===== config.mk =====
export PLATFORM = sky130hd
export DESIGN_NAME = bf16_mul_pipe
export DESIGN_NICKNAME = d
export VERILOG_FILES = /design/src/rtl/bf16_mul_pipe.sv
export SDC_FILE = /design/constraint.sdc
export NUM_CORES = 1
export LEC_CHECK = 0
export CORE_ASPECT_RATIO = 1.25
export CORE_MARGIN = 10
export CORE_UTILIZATION = 25
export DETAILED_ROUTE_END_ITERATION = 10
export PLACE_DENSITY = 0.53
export SLEW_MARGIN = 20
export SYNTH_ARGS = -nofsm -noshare
export SYNTH_HDL_FRONTEND = slang
export SYNTH_SLANG_ARGS = --single-unit

===== constraint.sdc =====
create_clock -name clk -period 5.4 [get_ports clk]
set_input_delay 1.62 -clock clk [delete_from_list [all_inputs] [get_ports clk]]
set_output_delay 1.62 -clock clk [all_outputs]
set_load 0.005 [all_outputs]

===== src/rtl/bf16_mul_pipe.sv =====
// bf16_mul_pipe: two-stage pipelined bfloat16 multiplier feeding BF_adder.
// Stage 1 unpacks the operands, forms the sign, the biased exponent sum, the
// 8x8 significand product and the special-value class. Stage 2 normalises,
// truncates and resolves specials into the registered product.
// A single advance enable moves both stages together, giving full
// backpressure without collapsing bubbles.
module bf16_mul_pipe #(
  parameter int BIAS       = 127,
  parameter int DATA_WIDTH = 16
) (
  input  logic                  clk,
  input  logic                  rst,
  input  logic                  in_valid,
  output logic                  in_ready,
  input  logic [DATA_WIDTH-1:0] a,
  input  logic [DATA_WIDTH-1:0] b,
  output logic                  out_valid,
  input  logic                  out_ready,
  output logic [DATA_WIDTH-1:0] product
);

  logic en;

  logic [7:0] a_exp, b_exp;
  logic [6:0] a_frac, b_frac;
  logic       a_nan, b_nan, a_inf, b_inf, a_zero, b_zero;

  logic              s1_valid_q, s1_valid_d;
  logic              s1_sign_q, s1_sign_d;
  logic signed [9:0] s1_esum_q, s1_esum_d;
  logic [15:0]       s1_mprod_q, s1_mprod_d;
  logic              s1_nan_q, s1_nan_d;
  logic              s1_inf_q, s1_inf_d;
  logic              s1_zero_q, s1_zero_d;

  logic              out_valid_q, out_valid_d;
  logic [15:0]       product_q, product_d;

  logic signed [9:0] exp_n;
  logic [6:0]        frac_n;
  logic [15:0]       result;
  logic              unused_low_bits;

  // Both stages advance together whenever the output slot is free or draining.
  assign en        = !out_valid_q || out_ready;
  assign in_ready  = en;
  assign out_valid = out_valid_q;
  assign product   = product_q;

  assign a_exp  = a[14:7];
  assign b_exp  = b[14:7];
  assign a_frac = a[6:0];
  assign b_frac = b[6:0];

  // Stage 1: unpack, classify and multiply significands.
  always_comb begin
    a_nan  = (&a_exp) && (|a_frac);
    b_nan  = (&b_exp) && (|b_frac);
    a_inf  = (&a_exp) && !(|a_frac);
    b_inf  = (&b_exp) && !(|b_frac);
    // Subnormals are flushed, so an all-zero exponent counts as zero.
    a_zero = !(|a_exp);
    b_zero = !(|b_exp);

    s1_valid_d = in_valid;
    s1_sign_d  = a[15] ^ b[15];
    s1_esum_d  = $signed({2'b00, a_exp} + {2'b00, b_exp} - 10'(BIAS));
    s1_mprod_d = 16'({1'b1, a_frac}) * 16'({1'b1, b_frac});
    // Inf * zero is folded into the NaN flag so stage 2 needs only a priority chain.
    s1_nan_d   = a_nan || b_nan || (a_inf && b_zero) || (b_inf && a_zero);
    s1_inf_d   = a_inf || b_inf;
    s1_zero_d  = a_zero || b_zero;
  end

  // Stage 1 register: loads every enabled cycle, bubbles included.
  always_ff @(posedge clk) begin
    if (rst) begin
      s1_valid_q <= 1'b0;
      s1_sign_q  <= 1'b0;
      s1_esum_q  <= '0;
      s1_mprod_q <= '0;
      s1_nan_q   <= 1'b0;
      s1_inf_q   <= 1'b0;
      s1_zero_q  <= 1'b0;
    end else if (en) begin
      s1_valid_q <= s1_valid_d;
      s1_sign_q  <= s1_sign_d;
      s1_esum_q  <= s1_esum_d;
      s1_mprod_q <= s1_mprod_d;
      s1_nan_q   <= s1_nan_d;
      s1_inf_q   <= s1_inf_d;
      s1_zero_q  <= s1_zero_d;
    end
  end

  // Stage 2: normalise by at most one place, truncate, then apply specials.
  always_comb begin
    exp_n  = s1_esum_q + $signed({9'd0, s1_mprod_q[15]});
    frac_n = s1_mprod_q[15] ? s1_mprod_q[14:8] : s1_mprod_q[13:7];
    if (s1_nan_q)
      result = 16'h7FC0;
    else if (s1_inf_q)
      result = {s1_sign_q, 8'hFF, 7'h00};
    else if (s1_zero_q)
      result = {s1_sign_q, 15'h0000};
    else if (exp_n >= 10'sd255)
      result = {s1_sign_q, 8'hFF, 7'h00};
    else if (exp_n <= 10'sd0)
      result = {s1_sign_q, 15'h0000};
    else
      result = {s1_sign_q, exp_n[7:0], frac_n};

    out_valid_d = s1_valid_q;
    // A bubble leaves the last product in place rather than loading stale data.
    product_d   = s1_valid_q ? result : product_q;
  end

  // Bits below the truncation point never reach the result.
  assign unused_low_bits = ^s1_mprod_q[6:0];

  // Output register: holds product and valid while the consumer stalls.
  always_ff @(posedge clk) begin
    if (rst) begin
      out_valid_q <= 1'b0;
      product_q   <= 16'h0000;
    end else if (en) begin
      out_valid_q <= out_valid_d;
      product_q   <= product_d;
    end
  end

endmodule


# Word-level counts from Yosys, hierarchy flattened
# Cells that the tools add are included.
# Widths: inputs -> output; s select.
word_totals:
  register_bits: 48
  in_bits: 36
  out_inout_bits: 18
  elab_cells: 46
classes:
  n_addsub: 3
  mul: 1
  order_cmp: 2
  muxes: 6
  bitwise: 1
  n_reduce_logical: 24
ops:
  columns: ["operator", "count"]
  rows:
  - ["$mux 15", 4]
  - ["$mul 8x8->16", 1]
  - ["$mux 16", 1]
  - ["$reduce_and 8->1", 2]
  - ["$reduce_or 8->1", 2]
  - ["$reduce_or 7->1", 2]
  - ["$add 10x2->10", 1]
  - ["$ge 10x9->1 const B", 1]
  - ["$le 10x1->1 const B", 1]
  - ["$sub 9x7->10 const B", 1]
  - ["$add 8x8->9", 1]
  - ["$mux 7", 1]
  - ["$logic_and 1x1->1", 6]
  - ["$logic_or 1x1->1", 6]
  - ["$logic_not 1->1", 5]
  - ["$reduce_and 2->1", 1]
  - ["$xor 1x1->1", 1]

# Longest topological paths before layout
logic_depth:
  depth_word: 7
  ltp_mapped: 17

# Worst setup path before layout
# No wires, ideal clock.
synth_timing:
  kind: "input to register"
  startpoint: "input port a[1]"
  endpoint: "register s1_mprod_q[13]"
  setup_time_ns: 0.120
  arrival_ns: 5.453
  required_ns: 5.280
  setup_slack_ns: -0.172
  stages: 16
  path_buffers: 0
  path_cell_list: "and2_1 > fa_1 > inv_1 > fa_1 > inv_1 > fa_1 > inv_1 > fa_1 > inv_1 > ha_1 > a21oi_1 > o21bai_1 > a211o_1 > a31oi_1 > nor4_1 > a211o_1"
synth_via:
  elab_chain_len: 1
synth_rtl:
  columns: ["item", "line_no", "source"]
  rows:
  - ["start: declaration", "15", "input logic [DATA_WIDTH-1:0] a,"]
  - ["$mul 8x8->16", "68", "s1_mprod_d = 16'({1'b1, a_frac}) * 16'({1'b1, b_frac});"]
  - ["end signal: assignment", "89", "s1_mprod_q <= s1_mprod_d;"]
  - ["end: declaration", "31", "logic [15:0] s1_mprod_q, s1_mprod_d;"]
# No other way between the ends.
# A chain may end at the register's enable or synchronous reset.

# Final worst setup path
layout_timing:
  startpoint: "input port a[0]"
  endpoint: "register s1_mprod_q[8]"
# Same word-level chain as after synthesis.

==> flow_summary.toml <==
[critical_path]
critical_path.top_delay_family = "adder cells"
cpPeakStageDelay_ps = 500
worst_setup_path_end_kind = "register"
critPathBufInv = 3
crit_path_start_kind = "input pin"
path_cells = "dlygate4sd2_1 > buf_4 > and2_1 > fa_2 > fa_1 > ha_1 > fa_1 > ha_1 > a21oi_2 > o21ai_4 > buf_4 > a21o_1 > a211o_1 > a32o_1"
required_ps = 5580
worst-path-max-fanout = 5
crit_path_top_delay_cell = "fa_1"
arrival_ps = 5420
crit_type = "in2reg"

[hold_path]
hold_path_class = "reg2reg"

[yosys]
ys_ff_latch = 41
ys_async_sr_fraction_pct = 0
yosysTopAreaCellShare_pct = 18.5
seq_area_frac_synth_pct = 18.5
synthCells = 528
yosys-top-cells-area = "dfxtp_1 18%, fa_1 16%, ha_1 14%"
synth_top_flop_cell = "dfxtp_1"
synth_cell_types = 61
yosysTopAreaCell = "dfxtp_1"
synth_area_per_cell_um2 = 8.42
yosysWarnings = 0
yosysMostFrequentCell = "inv_1"
syn_nets = 649
syn-cell-area_um2 = 4450
synth_commonest_cells = "70 x inv_1, 49 x ha_1, 48 x nand2_1"
synth-edff-count = 0

[timing]
min_period_over_period_pct = 97.0
fin_skew_ps = 7.87
final_hold_viol_count = 0
fin_crit_ps = 5240
max_freq_ghz = 0.191
fin_setup_tns_ps = 0
worst_pin_slew_ps = 576
max_slew_margin_pct = 61.2
finalWorstSetupSlack_ps = 160
rsz0062_at_grt = "no"
slew_viol_final = 0
setup_violations = 0

[die]
initial_core_util_pct = 25.4
die_area_um2 = 23600
fp.dieH_um = 169
core_um2 = 17500
io_pins = 54
core.rowCount = 54
die_w_um = 139

[power]
finalPower_uw = 1840
pwr-share-seq_pct = 22.3
p_sw_share_pct = 39.6
internal_power_uw = 1110
leakage_uw = 0.00259
switchingPower_uw = 730
power.density_nw_per_um2 = 321
p_comb_share_pct = 61.8
pwr-share-clk_pct = 15.8
ir_worst_vdd_mv = 0.153

[global_route]
grt_start_max_net_pins = 31
grt_usage_pct = 9.54
gr-total-overflow = 0
antenna_found_initial = 1
grt_pass1_wl_mm = 19.3
grt_pass1_vias = 4064

[drt]
drc_errors = 0
drt_first_iter_violations = 103
avgRoutedWirePerCell_um = 13.5
totalWireLength_mm = 11.4
vias_per_cell = 4.70
vias = 3954
drtAntennaViolNets = 0
drtPass1Iterations = 4

[cts]
cts_hold_buf = 0
clkLatencyLatePin_ps = 290
clockBufferDepth = 2
cts_sinks = 41
cts_tree = "yes"
path_clk_slew_ps = 60
root_buffer = "clkbuf_16"
numCtsBuffers = 5
cts_max_level = 2

[run_status]
status = "completed"

[flow_run]
drv_cap = 0

[place]
gp_congestion = 0.857
hpwlAfterDp_mm = 9.66
placedCellCount = 832
dp_slack_ps = -727
port_buffers = 53

[finish]
final_util_pct = 32.9
fillers = 1836
area_growth_pct = 29.3
drive_above_1_share_pct = 17.6
fin_nets = 738
diodes = 0
layout.cells.non_filler = 842
-- power by group through the flow --
stage	logic (µW)	clock network, µW	registers, µW
floorplan	727	0	388
global placement	1040	0	417
detailed placement	1050	0	419
CTS	1130	298	412
global route	1290	312	421
finish	1140	292	411
-- metal layers --
metal	GRT usage (%)	share of wire, %
met5	0	0.11
met4	4.04	2.8
met3	1.26	2.9
met1	10.7	44
met2	17.7	50
-- timing repair --
item / in CTS / in global routing
gates resized for setup: 42 / 23
setup endpoints to repair: 9 / 7
pin swaps: 13 / 18
buffers inserted: 2 / 0
endpoints found under the hold margin: 0 / 0
-- cell families after synthesis --
logic type / share of synthesized area (%)
multiplexers: 2.53
AO/OA/AOI/OAI: 13.9
AND/OR/NAND/NOR: 23.6
buffers and inverters: 8.22
adder cells (fa/ha/maj): 30.0
flip-flops: 18.5
XOR/XNOR: 3.35
-- flip-flops by register name, summed over array words and instances (netlist names) --
signal       flops
out_valid        1
out_valid_d      1
product         16
s1_esum_q       10
s1_inf_q         1
s1_mprod_q       9
s1_nan_q         1
s1_sign_q        1
s1_zero_q        1
-- final timing paths --
check / startpoint / slack (ps) / end / depth (start not counted)
setup reg to reg: s1_mprod_q[15] / 2570 / product[11] / 8
hold / removal: s1_mprod_q[14] / 460 / s1_mprod_q[14] / 2
hold reg to reg: s1_mprod_q[14] / 460 / s1_mprod_q[14] / 2
setup / recovery: a[0] / 160 / s1_mprod_q[8] / 14
-- stage by stage --
step / hold slack (ps) / instance area [µm²]
2_1_floorplan: 430 / 4480
3_3_place_gp: 450 / 5530
3_5_place_dp: 455 / 5530
4_1_cts: 472 / 5770
5_1_grt: 494 / 5750
6_report: 462 / 5750
-- area by class of cell --
type	count	area (µm²)	share of cell area [%]
Clock buffer	5	125	2.18
Clock inverter	3	17.5	0.305
Inverter	71	267	4.64
Multi-Input combinational cell	397	3400	59.2
Sequential cell	41	821	14.3
Tap cell	224	280	4.87
Timing Repair Buffer	101	835	14.5
-- cell usage in the layout, fill, tap and decap left out, drive strengths merged, types with 5 or more instances in the layout --
master / synthesis / routed
and3: 7 / 7
nor2b: 5 / 5
fa: 36 / 36
buf: 10 / 53
nor2: 40 / 40
inv: 71 / 71
nor4: 9 / 9
nand3: 6 / 6
xnor2: 9 / 9
clkdlybuf4s50: 0 / 40
mux2i: 10 / 10
a21oi: 25 / 25
ha: 49 / 49
nand3b: 8 / 8
and2: 30 / 30
a211o: 6 / 6
clkbuf: 9 / 11
a21o: 7 / 7
nand2: 48 / 48
a211oi: 7 / 7
o21ai: 11 / 11
dfxtp: 41 / 41
nor3: 12 / 12
o31ai: 8 / 8
xor2: 8 / 8
nand4: 11 / 11
-- worst min-delay path: stages, from the launching register on --
cell and delay (ps):
dfxtp_1 330, a21oi_1 60, nand2_1 40
No activity file was read; power rests on OpenSTA's default activity.
